<file path="config.mk">
export PLATFORM = sky130hd
export DESIGN_NAME = serial_comm_tx
export DESIGN_NICKNAME = d
export VERILOG_FILES = /design/src/rtl/serial_comm_tx_pkg.sv /design/src/rtl/serial_comm_tx_bit_timer.sv /design/src/rtl/serial_comm_tx.sv
export SDC_FILE = /design/constraint.sdc
export NUM_CORES = 1
export LEC_CHECK = 0
export BUFFER_PORTS_ARGS = -buffer_cell sky130_fd_sc_hd__buf_2
export CORE_MARGIN = 2
export CORE_UTILIZATION = 50
export CTS_BUF_LIST = sky130_fd_sc_hd__clkbuf_8
export DETAILED_ROUTE_END_ITERATION = 10
export GPL_TIMING_DRIVEN = 0
export PLACE_DENSITY = 0.8
export REMOVE_ABC_BUFFERS = 1
export SLEW_MARGIN = 30
export SYNTH_ARGS = -nofsm -noshare
export SYNTH_HDL_FRONTEND = slang
export SYNTH_SLANG_ARGS = --single-unit
</file>
<file path="constraint.sdc">
create_clock -name CLK -period 1.93 [get_ports CLK]
set_input_delay 0.4825 -clock CLK [delete_from_list [all_inputs] [get_ports CLK]]
set_output_delay 0.4825 -clock CLK [all_outputs]
set_load 0.02 [all_outputs]
</file>
<file path="src/rtl/serial_comm_tx_pkg.sv">
// Constants shared by the serial link transmitter and the serialCOMM receiver:
// FSM encoding, colour/size codes and frame geometry.
package serial_comm_tx_pkg;

   localparam logic [1:0] ST_IDLE  = 2'd0;
   localparam logic [1:0] ST_SYNC  = 2'd1;
   localparam logic [1:0] ST_SHIFT = 2'd2;
   localparam logic [1:0] ST_GAP   = 2'd3;

   localparam logic [3:0] COLOR_RED    = 4'b0000;
   localparam logic [3:0] COLOR_ORANGE = 4'b0001;
   localparam logic [3:0] COLOR_YELLOW = 4'b0010;
   localparam logic [3:0] COLOR_GREEN  = 4'b0011;
   localparam logic [3:0] COLOR_BLUE   = 4'b0100;
   localparam logic [3:0] COLOR_BROWN  = 4'b0101;

   localparam logic [3:0] SIZE_AIR  = 4'b0000;
   localparam logic [3:0] SIZE_SEA  = 4'b0001;
   localparam logic [3:0] SIZE_RAIL = 4'b0010;

   localparam int FRAME_BITS  = 8;
   localparam int SYNC_HALVES = 2;
   localparam int GAP_HALVES  = 2;

endpackage

</file>
<file path="src/rtl/serial_comm_tx_bit_timer.sv">
// Half-period counter: tick marks the last cycle of each TCLK half-period,
// near marks the cycle before it (used to end the gap one cycle early).
module tx_bit_timer #(
   parameter int HALF_PERIOD = 50
) (
   input  logic clk,
   input  logic rst_n,
   input  logic en,
   output logic tick,
   output logic near
);

   localparam int CW = $clog2(HALF_PERIOD + 1);
   localparam logic [CW-1:0] LAST = CW'(HALF_PERIOD - 1);
   localparam logic [CW-1:0] PRE  = (HALF_PERIOD > 1) ? CW'(HALF_PERIOD - 2) : '0;

   logic [CW-1:0] cnt;

   always_ff @(posedge clk or negedge rst_n) begin
      if (!rst_n)
         cnt <= '0;
      else if (!en || cnt == LAST)
         cnt <= '0;
      else
         cnt <= cnt + CW'(1);
   end

   assign tick = en && (cnt == LAST);
   assign near = en && (HALF_PERIOD > 1) && (cnt == PRE);

endmodule

</file>
<file path="src/rtl/serial_comm_tx.sv">
// Serial frame transmitter: SYNC (TRESET high), 8 data bits MSB first on a
// TCLK whose rising edge samples TDATA, then a quiet gap ending in DONE.
module serial_comm_tx
   import serial_comm_tx_pkg::*;
#(
   parameter int HALF_PERIOD = 50
) (
   input  logic       CLK,
   input  logic       RESET_N,
   input  logic [3:0] COLOR,
   input  logic [3:0] SIZE,
   input  logic       SEND,
   output logic       READY,
   output logic       DONE,
   output logic       TCLK,
   output logic       TDATA,
   output logic       TRESET
);

   logic [1:0] state;
   logic [7:0] sreg;
   logic [2:0] bit_cnt;
   logic [1:0] halves;
   logic       tick, near, gap_end;

   tx_bit_timer #(.HALF_PERIOD(HALF_PERIOD)) u_timer (
      .clk   (CLK),
      .rst_n (RESET_N),
      .en    (state != ST_IDLE),
      .tick  (tick),
      .near  (near)
   );

   // DONE must land in the gap's last cycle, so the gap ends one cycle before
   // its final tick; with a 1-cycle half-period that is the first gap cycle.
   assign gap_end = (HALF_PERIOD == 1) ? (tick && halves == 2'(GAP_HALVES - 2))
                                       : (near && halves == 2'(GAP_HALVES - 1));

   always_ff @(posedge CLK or negedge RESET_N) begin
      if (!RESET_N) begin
         state   <= ST_IDLE;
         READY   <= 1'b1;
         DONE    <= 1'b0;
         TCLK    <= 1'b0;
         TDATA   <= 1'b0;
         TRESET  <= 1'b0;
         sreg    <= '0;
         bit_cnt <= '0;
         halves  <= '0;
      end else begin
         DONE <= 1'b0;
         case (state)
            ST_IDLE: if (SEND) begin
               sreg    <= {SIZE, COLOR};
               bit_cnt <= '0;
               halves  <= '0;
               READY   <= 1'b0;
               TRESET  <= 1'b1;
               TCLK    <= 1'b0;
               TDATA   <= 1'b0;
               state   <= ST_SYNC;
            end
            ST_SYNC: if (tick) begin
               if (halves == 2'(SYNC_HALVES - 1)) begin
                  halves <= '0;
                  TRESET <= 1'b0;
                  TDATA  <= sreg[7];
                  state  <= ST_SHIFT;
               end else
                  halves <= halves + 2'd1;
            end
            ST_SHIFT: if (tick) begin
               if (halves == 2'd0) begin
                  TCLK   <= 1'b1;
                  halves <= 2'd1;
               end else begin
                  TCLK   <= 1'b0;
                  halves <= '0;
                  if (bit_cnt == 3'(FRAME_BITS - 1)) begin
                     TDATA <= 1'b0;
                     state <= ST_GAP;
                  end else begin
                     bit_cnt <= bit_cnt + 3'd1;
                     sreg    <= {sreg[6:0], 1'b0};
                     TDATA   <= sreg[6];
                  end
               end
            end
            ST_GAP: begin
               if (gap_end) begin
                  halves <= '0;
                  READY  <= 1'b1;
                  DONE   <= 1'b1;
                  state  <= ST_IDLE;
               end else if (tick)
                  halves <= halves + 2'd1;
            end
            default: state <= ST_IDLE;
         endcase
      end
   end

endmodule

</file>
==> impl_metrics.yaml, run 1 <==
outcome:
  status: "finished clean"
pwr:
  p_switching_mw: 1.18
  p_leak_nw: 0.896
  power_density_nw_per_um2: 1520
  power_frac_clock: 0.114
  internal_power_mw: 1.55
  swShare: 0.432
  comb_power_share: 0.534
  power_mw: 2.72
  ir_drop_uv: 705
  p_seq_frac: 0.352
floorplan:
  dieArea_um2: 3520
  io_pins: 16
  rows: 20
  coreArea_um2: 2980
  start_util: 0.513
  die_h_um: 59.3
  dieWidth_um: 59.3
clock_tree:
  clock_latency_ns: 0.27
  cts.clk_slew.worst_paths_ns: 0.09
  cts_root_buffer: "clkbuf_8"
  tritoncts: "built"
  clkSinkCount: 26
  cts_made_buffers: 3
  ctsHoldBuffers: 0
  cts_buffer_depth: 2
  htreeDepth: 1
placement:
  hpwl_mm: 2.24
  place_ws_ns: -0.267
  numPortBuffers: 15
  routabilityCongestion: 0.845
logic_synthesis:
  synth-warning-count: 0
  syn_area_per_cell_um2: 9.56
  synthXorXnorAreaFrac: 0.0229
  synth-seq-area-share: 0.426
  synth_top_family_by_area: "simple AND/OR/NAND/NOR gates"
  ys.flop_type: "dfrtp_1"
  synth-async-reset-ratio: 1.00
  synth_area_um2: 1530
  synthMuxAreaShare: 0.0532
  synthCells: 160
  synthSimpleGateAreaFrac: 0.195
  ys_ff_latch: 26
  synth_edf_count: 0
  synth_adder_area_share: 0.106
  synth_compound_area_frac: 0.150
  ys_types: 35
route:
  wl_met2_mm: 1.76
  top_layer_used: "met4"
  ant_nets: 0
  met1Wirelength_mm: 1.44
  wl_met3_um: 138
  drt_wl_total_mm: 3.36
  vias: 1239
  drtPass1Iterations: 4
  drtIter0Drc: 57
  via_per_inst: 5.84
  drc_errors: 0
  drt-wirelength-per-cell_um: 15.8
grt:
  overflow: 0
  grt_max_degree: 27
  grt.total_usage: 0.197
  grt_pass1_vias: 1167
  antenna_found_initial: 0
  grt_pass1_wl_mm: 5.30
timing:
  setup_slack_ns: 0.0525
  whs_ns: 0.192
  fin_crit_ns: 1.88
  hold_violations: 0
  fin_skew_ns: 0.00702
  finalSetupViolCount: 0
  period_share: 0.973
  relSlewSlack: 0.617
  tightest_slew_ns: 0.574
  maxSlewViolCount: 0
  fmax_ghz: 0.533
layout:
  antenna_cells: 0
  final_cell_mix: "23 x dfrtp_1, 16 x nand2_1, 15 x buf_2, 13 x nor2_1, 11 x a21oi_1"
  layout-drive-gt1-share: 0.246
  area_growth_pct: 16.9
  mostFrequentLayoutCell: "dfrtp_1"
  nets: 204
setup_path:
  cp.required_ns: 2.09
  path_class: "reg -> reg"
  worst_setup_path_end_kind: "register"
  critPathMaxFanout: 5
  cp-start-kind: "register"
  crit_arrival_ns: 2.04
min_path:
  min_path_type: "in -> async"
job:
  cap_violations: 0
## path summary, 6_finish.rpt
check / start / end / slack (ns) / cells after the start
max: u_timer.cnt[0]$_DFF_PN0_ / state[1]$_DFFE_PN0P_ / 0.05 / 7
min: RESET_N / sreg[5]$_DFFE_PN0P_ / 0.19 / 1
max reg2reg: u_timer.cnt[0]$_DFF_PN0_ / state[1]$_DFFE_PN0P_ / 0.05 / 7
min reg2reg: READY$_DFFE_PN1P_ / READY$_DFFE_PN1P_ / 0.47 / 2
max in group asynchronous: RESET_N / state[0]$_DFFE_PN0P_ / 1.32 / 1
min in group CLK: COLOR[0] / sreg[0]$_DFFE_PN0P_ / 0.43 / 3
## worst max-delay path, cell delays in order, from the launching register on
cell	delay (ns)
dfrtp_1	0.43
inv_1	0.08
ha_1	0.17
nand2_2	0.08
o41ai_4	0.39
nand2b_1	0.12
nor2_2	0.16
mux2_1	0.33
## layout make-up
cell class / count / area (um2)
tap: 33 / 41.3
multi-input combinational: 117 / 878
clock inverter: 1 / 3.75
inverter: 9 / 33.8
clock buffer: 3 / 41.3
sequential: 26 / 654
timing repair buffer: 23 / 135
fill: 247 / 1190
## cell families after synthesis
family | count (synthesis)
adder cells (fa/ha/maj) | 13
multiplexers | 8
AND/OR/NAND/NOR | 59
AO/OA/AOI/OAI | 33
XOR/XNOR | 4
flip-flops | 26
buffers and inverters | 17
## synthesized netlist by cell type, drive strengths merged (2+ instances only)
cell type | instances | area [um2]
inv | 9 | 33.8
xnor2 | 2 | 17.5
nand2b | 3 | 18.8
nor4 | 2 | 12.5
a21oi | 12 | 63.8
a211oi | 8 | 60.1
clkbuf | 5 | 20.0
nand3 | 3 | 15.0
o21ai | 7 | 35.0
nor3b | 2 | 15.0
nor2 | 14 | 55.1
dfrtp | 25 | 626
or2 | 2 | 12.5
nor3 | 5 | 25.0
buf | 3 | 17.5
xor2 | 2 | 17.5
and3 | 6 | 37.5
and2 | 2 | 12.5
nand2 | 18 | 67.6
ha | 13 | 163
mux2i | 7 | 70.1
## layer usage
metal	vias to the layer above	GRT usage
li1	591	-
met1	620	0.242
met2	26	0.350
met3	2	0.0393
met4	0	0.0519
met5	-	0
## metrics by stage
stage	utilization	area (um2)	TNS [ns]	cells
floorplan	-	1490	0	152
global placement	0.540	1610	-1.06	200
detailed placement	0.540	1610	-2.40	200
CTS	0.569	1700	0	206
global route	0.600	1790	-0.0294	212
finish	0.600	1790	0	212
## power groups by stage
stage	Combinational [mW]	Sequential, mW	Clock (mW)
floorplan	0.864	0.922	0
global placement	1.08	0.914	0
detailed placement	1.16	0.939	0
CTS	1.26	0.937	0.315
global route	1.60	0.979	0.339
finish	1.45	0.957	0.311
## sequential cells by signal, summed over array words and instances (netlist names)
signal / count
halves: 2
TRESET: 1
READY: 1
TDATA: 1
TCLK: 1
state: 2
DONE: 1
u_timer.cnt: 6
bit_cnt: 3
sreg: 8
## what timing repair did
item,4_1_cts,5_1_grt
buffers inserted,2,6
setup endpoints to repair,16,8
resized for setup,6,10
pin swaps,1,4
(Power assumes the default switching activity.)
==> run 2, diff against run 1 <==
--- a/config.mk
+++ b/config.mk
@@ -6,12 +6,16 @@
 export NUM_CORES = 1
 export LEC_CHECK = 0
 export BUFFER_PORTS_ARGS = -buffer_cell sky130_fd_sc_hd__buf_2
+export CELL_PAD_IN_SITES_DETAIL_PLACEMENT = 0
+export CELL_PAD_IN_SITES_GLOBAL_PLACEMENT = 2
+export CORE_ASPECT_RATIO = 1.25
 export CORE_MARGIN = 2
-export CORE_UTILIZATION = 50
+export CORE_UTILIZATION = 34
 export CTS_BUF_LIST = sky130_fd_sc_hd__clkbuf_8
+export CTS_CLUSTER_SIZE = 24
 export DETAILED_ROUTE_END_ITERATION = 10
 export GPL_TIMING_DRIVEN = 0
-export PLACE_DENSITY = 0.8
+export PLACE_DENSITY = 0.85
 export REMOVE_ABC_BUFFERS = 1
 export SLEW_MARGIN = 30
 export SYNTH_ARGS = -nofsm -noshare
==> impl_metrics.yaml, run 2 (synthesis results as in run 1) <==
floorplan:
  die_h_um: 79.0
  dieWidth_um: 64.0
  start_util: 0.351
  io_pins: 16
  rows: 27
  coreArea_um2: 4360
  dieArea_um2: 5050
timing:
  period_share: 0.946
  finalSetupViolCount: 0
  fin_skew_ns: 0.00449
  fin_crit_ns: 1.83
  relSlewSlack: 0.595
  hold_violations: 0
  fmax_ghz: 0.548
  tns_ns: 0
  maxSlewViolCount: 0
  tightest_slew_ns: 0.607
pwr:
  p_leak_nw: 0.883
  power_density_nw_per_um2: 1470
  power_mw: 2.69
  ir_drop_uv: 483
setup_path:
  crit_arrival_ns: 1.98
  worst_setup_path_end_kind: "register"
  path_class: "reg -> reg"
  critPathMaxFanout: 3
  cp.required_ns: 2.09
  r2r-start: "halves[1]$_DFFE_PN0P_"
  cp-start-kind: "register"
  startpoint: "halves[1]$_DFFE_PN0P_"
route:
  drt-wirelength-per-cell_um: 13.7
  drt_wl_total_mm: 3.17
  via_per_inst: 4.97
  ant_nets: 0
  drtPass1Iterations: 4
  drtIter0Drc: 21
  vias: 1154
  drc_errors: 0
clock_tree:
  tritoncts: "built"
  cts_made_buffers: 3
  cts.clk_slew.worst_paths_ns: 0.09
  cts_buffer_depth: 2
  clock_latency_ns: 0.27
  cts_root_buffer: "clkbuf_8"
  htreeDepth: 1
  clkSinkCount: 26
outcome:
  status: "finished clean"
layout:
  mostFrequentLayoutCell: "dfrtp_1"
  antenna_cells: 0
  area_growth_pct: 19.5
  largest_register: "sreg"
  layout-drive-gt1-share: 0.236
  final_cell_mix: "24 x dfrtp_1, 17 x nand2_1, 15 x buf_2, 13 x nor2_1, 11 x a21oi_1"
  largest_register_ffs: 8
  nets: 199
  largest_registers: "sreg (8), u_timer.cnt (6), bit_cnt (3)"
placement:
  routabilityCongestion: 0.819
  hpwl_mm: 2.23
  numPortBuffers: 15
grt:
  overflow: 0
  grt_pass1_wl_mm: 5.44
  grt_pass1_vias: 1212
  grt.total_usage: 0.134
  grt_max_degree: 27
  antenna_found_initial: 0
job:
  cap_violations: 0
min_path:
  min_path_type: "in -> async"
==> run 2: final timing paths <==
path,to,slack (ns),depth (start not counted)
worst min register to register,READY$_DFFE_PN1P_,0.48,2
worst min-delay path,TDATA$_DFFE_PN0P_,0.21,1
min in group CLK,sreg[0]$_DFFE_PN0P_,0.43,3
worst max register to register,state[1]$_DFFE_PN0P_,0.10,7
worst max-delay path,state[1]$_DFFE_PN0P_,0.10,7
max in group asynchronous,state[0]$_DFFE_PN0P_,1.29,1
==> run 2: report_power, final <==
part           total [mW]  switching (mW)  leakage [nW]  internal, mW
clock               0.352           0.170        0.0288         0.182
sequential          0.930           0.177         0.324         0.753
combinational        1.40           0.793         0.530         0.610
total                2.69            1.14         0.883          1.55
==> run 2: cell type report <==
class                   count  area, um2
clock buffers               4       55.1
fillers                   426       2530
inverters                   9       33.8
multi-input cells         117        915
flip-flops and latches     26        653
well taps                  58       72.6
repair buffers             18       97.6
==> run 2: worst max-delay path, stage by stage, from the launching register on <==
cell,delay [ns]
dfrtp_1,0.39
inv_1,0.13
ha_4,0.16
nand2_1,0.10
o41ai_4,0.34
nand2b_1,0.11
nor2_2,0.15
mux2_1,0.33
==> run 2: repair_timing <==
action | CTS | global route
hold buffers | 0 | 0
pin swaps | 1 | 4
buffers inserted | 1 | 2
gates cloned | 0 | 0
endpoints found under the setup margin | 16 | 15
gates resized for setup | 7 | 15
==> run 2: stage by stage <==
| step | hold slack, ns | cells | worst slack [ns] | instance area [um2] | util |
|---|---|---|---|---|---|
| floorplan | 0.187 | 152 | 0.0284 | 1490 | - |
| global placement | 0.462 | 225 | -0.251 | 1640 | 0.376 |
| detailed placement | 0.467 | 225 | -0.326 | 1640 | 0.376 |
| CTS | 0.233 | 230 | 0.00724 | 1730 | 0.398 |
| global route | 0.250 | 232 | -0.00959 | 1830 | 0.419 |
| finish | 0.214 | 232 | 0.105 | 1830 | 0.419 |
==> run 2: per-layer routing <==
layer  track usage  wire length, um  vias to the layer above
li1              -                -                      574
met1         0.167             1410                      559
met2         0.234             1640                       17
met3        0.0227               94                        4
met4        0.0391               35                        0
met5             0                0                        -
